File: config.mk
export PLATFORM = sky130hd
export DESIGN_NAME = pipe_stage_reg
export DESIGN_NICKNAME = d
export VERILOG_FILES = /design/src/rtl/pipe_pkg.sv /design/src/rtl/pipe_stall_counter.sv /design/src/rtl/pipe_stage_reg.sv
export SDC_FILE = /design/constraint.sdc
export NUM_CORES = 2
export LEC_CHECK = 0
export BUFFER_PORTS_ARGS = -buffer_cell sky130_fd_sc_hd__buf_4
export CAP_MARGIN = 40
export CORE_AREA = 2 2 501 503
export DETAILED_ROUTE_END_ITERATION = 16
export DIE_AREA = 0 0 503 505
export GPL_TIMING_DRIVEN = 0
export MAX_ROUTING_LAYER = met4
export PLACE_DENSITY = 0.43
export SLEW_MARGIN = 20
export SYNTH_ARGS = -nofsm -noshare
export SYNTH_HDL_FRONTEND = slang
export SYNTH_SLANG_ARGS = --single-unit
export TNS_END_PERCENT = 20
File: constraint.sdc
create_clock -name clk -period 1.77 [get_ports clk]
set_input_delay 0.177 -clock clk [delete_from_list [all_inputs] [get_ports clk]]
set_output_delay 0.177 -clock clk [all_outputs]
set_load 0.01 [all_outputs]
File: src/rtl/pipe_pkg.sv
// Shared types and default widths for the pipeline stage register and its helpers.
package pipe_pkg;

  localparam int unsigned DefCtrlW = 16;
  localparam int unsigned DefDataW = 608;
  localparam int unsigned DefCntW  = 16;

  typedef enum logic [1:0] {
    StEmpty,
    StBusy,
    StFull
  } state_e;

endpackage

File: src/rtl/pipe_stall_counter.sv
// Saturating back-pressure cycle counter with a clear that wins over increment.
module pipe_stall_counter
  import pipe_pkg::*;
#(
  parameter int unsigned CNT_W = DefCntW
) (
  input  logic             clk,
  input  logic             rst,
  input  logic             inc,
  input  logic             clr,
  output logic [CNT_W-1:0] cnt
);

  logic [CNT_W-1:0] cnt_q, cnt_d;

  always_comb begin
    cnt_d = cnt_q;
    if (clr) begin
      cnt_d = '0;
    end else if (inc && (cnt_q != {CNT_W{1'b1}})) begin
      cnt_d = cnt_q + 1'b1;
    end
  end

  always_ff @(posedge clk) begin
    if (rst) begin
      cnt_q <= '0;
    end else begin
      cnt_q <= cnt_d;
    end
  end

  assign cnt = cnt_q;

endmodule

File: src/rtl/pipe_stage_reg.sv
// Valid/ready pipeline register with optional 2-entry skid buffer, flush and stall counter.
module pipe_stage_reg
  import pipe_pkg::*;
#(
  parameter int unsigned CTRL_W = DefCtrlW,
  parameter int unsigned DATA_W = DefDataW,
  parameter int unsigned SKID   = 1,
  parameter int unsigned CNT_W  = DefCntW
) (
  input  logic              clk,
  input  logic              rst,
  input  logic              flush,
  input  logic              in_valid,
  output logic              in_ready,
  input  logic [CTRL_W-1:0] in_ctrl,
  input  logic [DATA_W-1:0] in_data,
  output logic              out_valid,
  input  logic              out_ready,
  output logic [CTRL_W-1:0] out_ctrl,
  output logic [DATA_W-1:0] out_data,
  input  logic              cnt_clr,
  output logic [CNT_W-1:0]  stall_cnt
);

  state_e             state_q, state_d;
  logic [CTRL_W-1:0]  main_ctrl_q, main_ctrl_d;
  logic [DATA_W-1:0]  main_data_q, main_data_d;
  logic [CTRL_W-1:0]  skid_ctrl_q, skid_ctrl_d;
  logic [DATA_W-1:0]  skid_data_q, skid_data_d;
  logic               accept, consume;

  assign out_valid = (state_q != StEmpty);

  if (SKID != 0) begin : g_skid
    // Decoded from the state register only, so out_ready never reaches in_ready.
    assign in_ready = (state_q != StFull);
  end else begin : g_single
    assign in_ready = !out_valid || out_ready;
  end

  assign accept  = in_valid && in_ready;
  assign consume = out_valid && out_ready;

  always_comb begin
    state_d     = state_q;
    main_ctrl_d = main_ctrl_q;
    main_data_d = main_data_q;
    skid_ctrl_d = skid_ctrl_q;
    skid_data_d = skid_data_q;
    if (flush) begin
      // Kill both entries: control becomes a bubble, data is left in place.
      state_d     = StEmpty;
      main_ctrl_d = '0;
      skid_ctrl_d = '0;
    end else begin
      unique case (state_q)
        StEmpty: begin
          if (accept) begin
            main_ctrl_d = in_ctrl;
            main_data_d = in_data;
            state_d     = StBusy;
          end
        end
        StBusy: begin
          if (accept && consume) begin
            main_ctrl_d = in_ctrl;
            main_data_d = in_data;
          end else if (accept && (SKID != 0)) begin
            skid_ctrl_d = in_ctrl;
            skid_data_d = in_data;
            state_d     = StFull;
          end else if (consume) begin
            state_d = StEmpty;
          end
        end
        StFull: begin
          if (consume) begin
            main_ctrl_d = skid_ctrl_q;
            main_data_d = skid_data_q;
            state_d     = StBusy;
          end
        end
        default: state_d = StEmpty;
      endcase
    end
  end

  always_ff @(posedge clk) begin
    if (rst) begin
      state_q     <= StEmpty;
      main_ctrl_q <= '0;
      main_data_q <= '0;
      skid_ctrl_q <= '0;
      skid_data_q <= '0;
    end else begin
      state_q     <= state_d;
      main_ctrl_q <= main_ctrl_d;
      main_data_q <= main_data_d;
      skid_ctrl_q <= skid_ctrl_d;
      skid_data_q <= skid_data_d;
    end
  end

  assign out_ctrl = out_valid ? main_ctrl_q : '0;
  assign out_data = main_data_q;

  pipe_stall_counter #(
    .CNT_W (CNT_W)
  ) u_stall_counter (
    .clk (clk),
    .rst (rst),
    .inc (out_valid && !out_ready && !flush),
    .clr (cnt_clr),
    .cnt (stall_cnt)
  );

endmodule

==> metrics.md <==
| Metric | Value |
|---|---|
| Status | `finished, violations left` |
| Failing checks | `negative setup slack` |
| R2R Setup Slk | `-0.37 ns` |
| Wire per inst | `24.3 um` |
| Crit-path slowest cell | `mux2i_1` |
| Final Slew Violations | `0` |
| I/O pins | `1,272` |
| Die Y | `505 um` |
| Post-Syn Nets | `6,404` |
| P_leak | `33.5 nW` |
| Die area | `0.254 mm2` |
| Yosys reg bits | `1,266` |
| Vias in the first global route | `51,500` |
| Total Power | `73.3 mW` |
| Worst path max stage delay | `0.49 ns` |
| Iteration-0 DRC Markers | `3,805` |
| Dpl cells | `10,400` |
| Complex-gate fraction of the synthesized area | `22.9%` |
| Mapped Cells | `5,773` |
| Non-Filler Instances | `11,400` |
| Post-route cell area | `0.0790 mm2` |
| Drt drc | `0` |
| Clock slew at reported path FFs | `0.06 ns` |
| Yosys top cell area share | `49.1%` |
| Hpwl dp | `219 mm` |
| Most numerous cell in the Yosys netlist | `nand2_1` |
| RSZ-0062 raised after global routing | `yes` |
| Seq/Total Area, Yosys | `49.1%` |
| Final core utilization | `31.8%` |
| Rows | `183` |
| P&R area growth vs syn | `53.2%` |
| Worst Skew | `0.0353 ns` |
| Crit-path leading delay family | `buffers and inverters` |
| Layout cell share with drive strength beyond 1 | `24.3%` |
| Peak supply drop | `0.783 mV` |
| Mux contribution to synthesized area | `11.9%` |
| H-Tree Depth | `4` |
| Mapped Area | `0.0516 mm2` |
| CP Cell Sequence | `nor2b_4, buf_6, inv_8, buf_12, buf_4, buf_4, buf_4, mux2i_1, a311oi_1` |
| Clk Tree Root Cell | `clkbuf_16` |
| Routability cong. | `0.918` |
| Setup WS pre-CTS | `-1.62 ns` |
| Clock Latency Late Sink | `0.80 ns` |
| Worst Hold Depth | `6` |
| Buf+Inv Stages, Crit Path | `6` |
| TNS Setup | `-266.64 ns` |
| Main combinational cell family by area after synthesis | `compound AO/OA/AOI/OAI gates` |
| Initial Utilization | `20.8%` |
| First-pass GRT wire length | `384 mm` |
| Syn. warnings | `0` |
| Initial DRT Pass Iterations | `6` |
| Crit end category | `register` |
| Fmax | `467 MHz` |
| Synth unique cells | `46` |
| Crit Path Category | `register to register` |
| Grt total ovfl | `0` |
| Ys async rst share | `0%` |
| Crit path arrival time | `2.79 ns` |
| Simple-Gate Fraction of Synth Area | `10.4%` |
| IO buf count | `1,270` |
| Worst path required time | `2.41 ns` |
| R2R depth | `9` |
| Critical Path Stages | `9` |
| Slew headroom | `43.8%` |
| Via density | `4.65` |
| Crit share post-route | `121%` |
| Synth cell count leaders | `1,292 x nand2_1, 1,266 x dfxtp_1, 1,240 x a21oi_1, 624 x a311oi_1, 614 x mux2i_1` |
| HP Class | `input port to register` |
| Num CTS Buffers | `156` |
| PnR worst setup slack | `-0.372 ns` |
| CP dominant cell by count | `buf_4` |
| Hold WS | `0.0893 ns` |
| Crit Path Max Fanout | `10` |
| Adder-cell share of the synthesized area | `0.0242%` |
| Placed Area | `0.0657 mm2` |
| Area leader, netlist | `dfxtp_1` |
| Final Hold Fails | `0` |
| Max_cap viols | `0` |
| Final min period | `2.14 ns` |
| Final setup vio count | `1,244` |
| Mapped Avg Cell Area | `8.94 um2` |
| Vias | `53,200` |
| CTS Buffer Depth | `3` |
| Overall routed net length | `278 mm` |
| Clk sink count | `1,266` |
| Xor/xnor share of the synthesized area | `0%` |
| Core area | `0.248 mm2` |
| Die Width | `503 um` |
| Antenna-violating nets left | `0` |
| Tightest Pin Transition | `0.843 ns` |
| Gr usage total | `21.3%` |
| Nets | `8,531` |
| Top FF cell, synth | `dfxtp_1` |
| Post-synth EDFFs | `0` |
| Largest net degree at the start of global routing | `17` |
| PwrDens | `928 mW/mm2` |
| Initial antenna violation count | `110` |
| Crit path launch type | `register` |
| TritonCTS clock tree | `done` |
| Top cells by area, synth | `dfxtp_1 49%, a21oi_1 12%, mux2i_1 12%, a311oi_1 11%, nand2_1 9.4%` |
[cell families (layout without fill, tap and decap cells)]
| logic type | count (synthesis) | after routing |
|---|---|---|
| adders and majority gates | 1 | 1 |
| AOI/OAI and AO/OA | 1880 | 1880 |
| muxes | 614 | 614 |
| other | 0 | 90 |
| and+or+nand+nor | 1381 | 1381 |
| DFF | 1266 | 1266 |
| buffers and inverters | 631 | 2870 |
[layout make-up]
| type | count | area, um2 |
|---|---|---|
| inverter | 4 | 25.0 |
| timing repair buffer | 1969 | 16900 |
| antenna | 90 | 225 |
| clock buffer | 239 | 4640 |
| tap | 3330 | 4170 |
| buffer | 627 | 3870 |
| fill | 26300 | 169000 |
| clock inverter | 31 | 345 |
| multi-input combinational | 3876 | 23500 |
| sequential | 1266 | 25400 |
[layer usage]
layer | wire length [um] | track usage, % | vias to the layer above | share of wire, %
li1 | - | - | 25300 | -
met3 | 23900 | 7.00 | 421 | 8.6
met5 | 0 | - | - | 0
met2 | 130000 | 34.5 | 1838 | 47
met1 | 112000 | 24.4 | 25600 | 41
met4 | 10900 | 7.67 | 0 | 3.9
[cell usage in the layout, fill, tap and decap left out, types with 3 or more instances in the layout]
master	instances
or3_1	6
clkbuf_1	337
mux2i_1	595
buf_12	22
clkinv_8	3
buf_6	74
nor3_1	5
a21oi_1	1240
buf_8	21
inv_6	5
clkinvlp_4	3
nand3b_1	3
buf_4	1374
clkbuf_8	34
a311oi_1	621
nand2_1	1291
nor2_1	22
clkbuf_16	171
or2_2	3
clkbuf_4	22
and2_1	15
clkinv_2	14
or4_1	5
clkbuf_2	36
mux2i_2	17
o31ai_1	4
nand3_1	5
buf_16	6
dfxtp_2	8
dfxtp_1	1256
buf_2	99
diode_2	90
dlygate4sd3_1	633
a311oi_2	3
bufbuf_16	4
[power breakdown]
part	total, mW	internal [mW]	switching (mW)	leakage, nW
combinational	10.9	5.00	5.92	20.7
sequential	30.5	29.7	0.886	10.3
clock	31.9	18.3	13.5	2.44
[registers in the layout (all words and copies together) (netlist names)]
name / flops
state_q: 2
out_data: 608
skid_ctrl_q: 16
skid_data_q: 608
main_ctrl_q: 16
u_stall_counter.cnt: 16
[timing repair]
item	in CTS	in global routing
setup buffers	15	10
endpoints found under the hold margin	1259	0
gates resized for setup	302	129
setup endpoints to repair	1282	1288
pin swaps	15	19
gates cloned	10	2
hold buffers	633	0
[tightest hold or removal path, cell delays in order]
cell	delay, ns
buf_4	0.11
nor2_4	0.04
buf_4	0.16
buf_2	0.20
nand2_1	0.09
a21oi_1	0.05
[worst paths after layout]
kind / end / from
max reg2reg: out_data[7] / state_q[1]
min reg2reg: skid_data_q[59] / skid_data_q[59]
max: out_data[7] / state_q[1]
min: skid_data_q[3] / flush
Note: power is estimated with default switching activity, not from simulation.
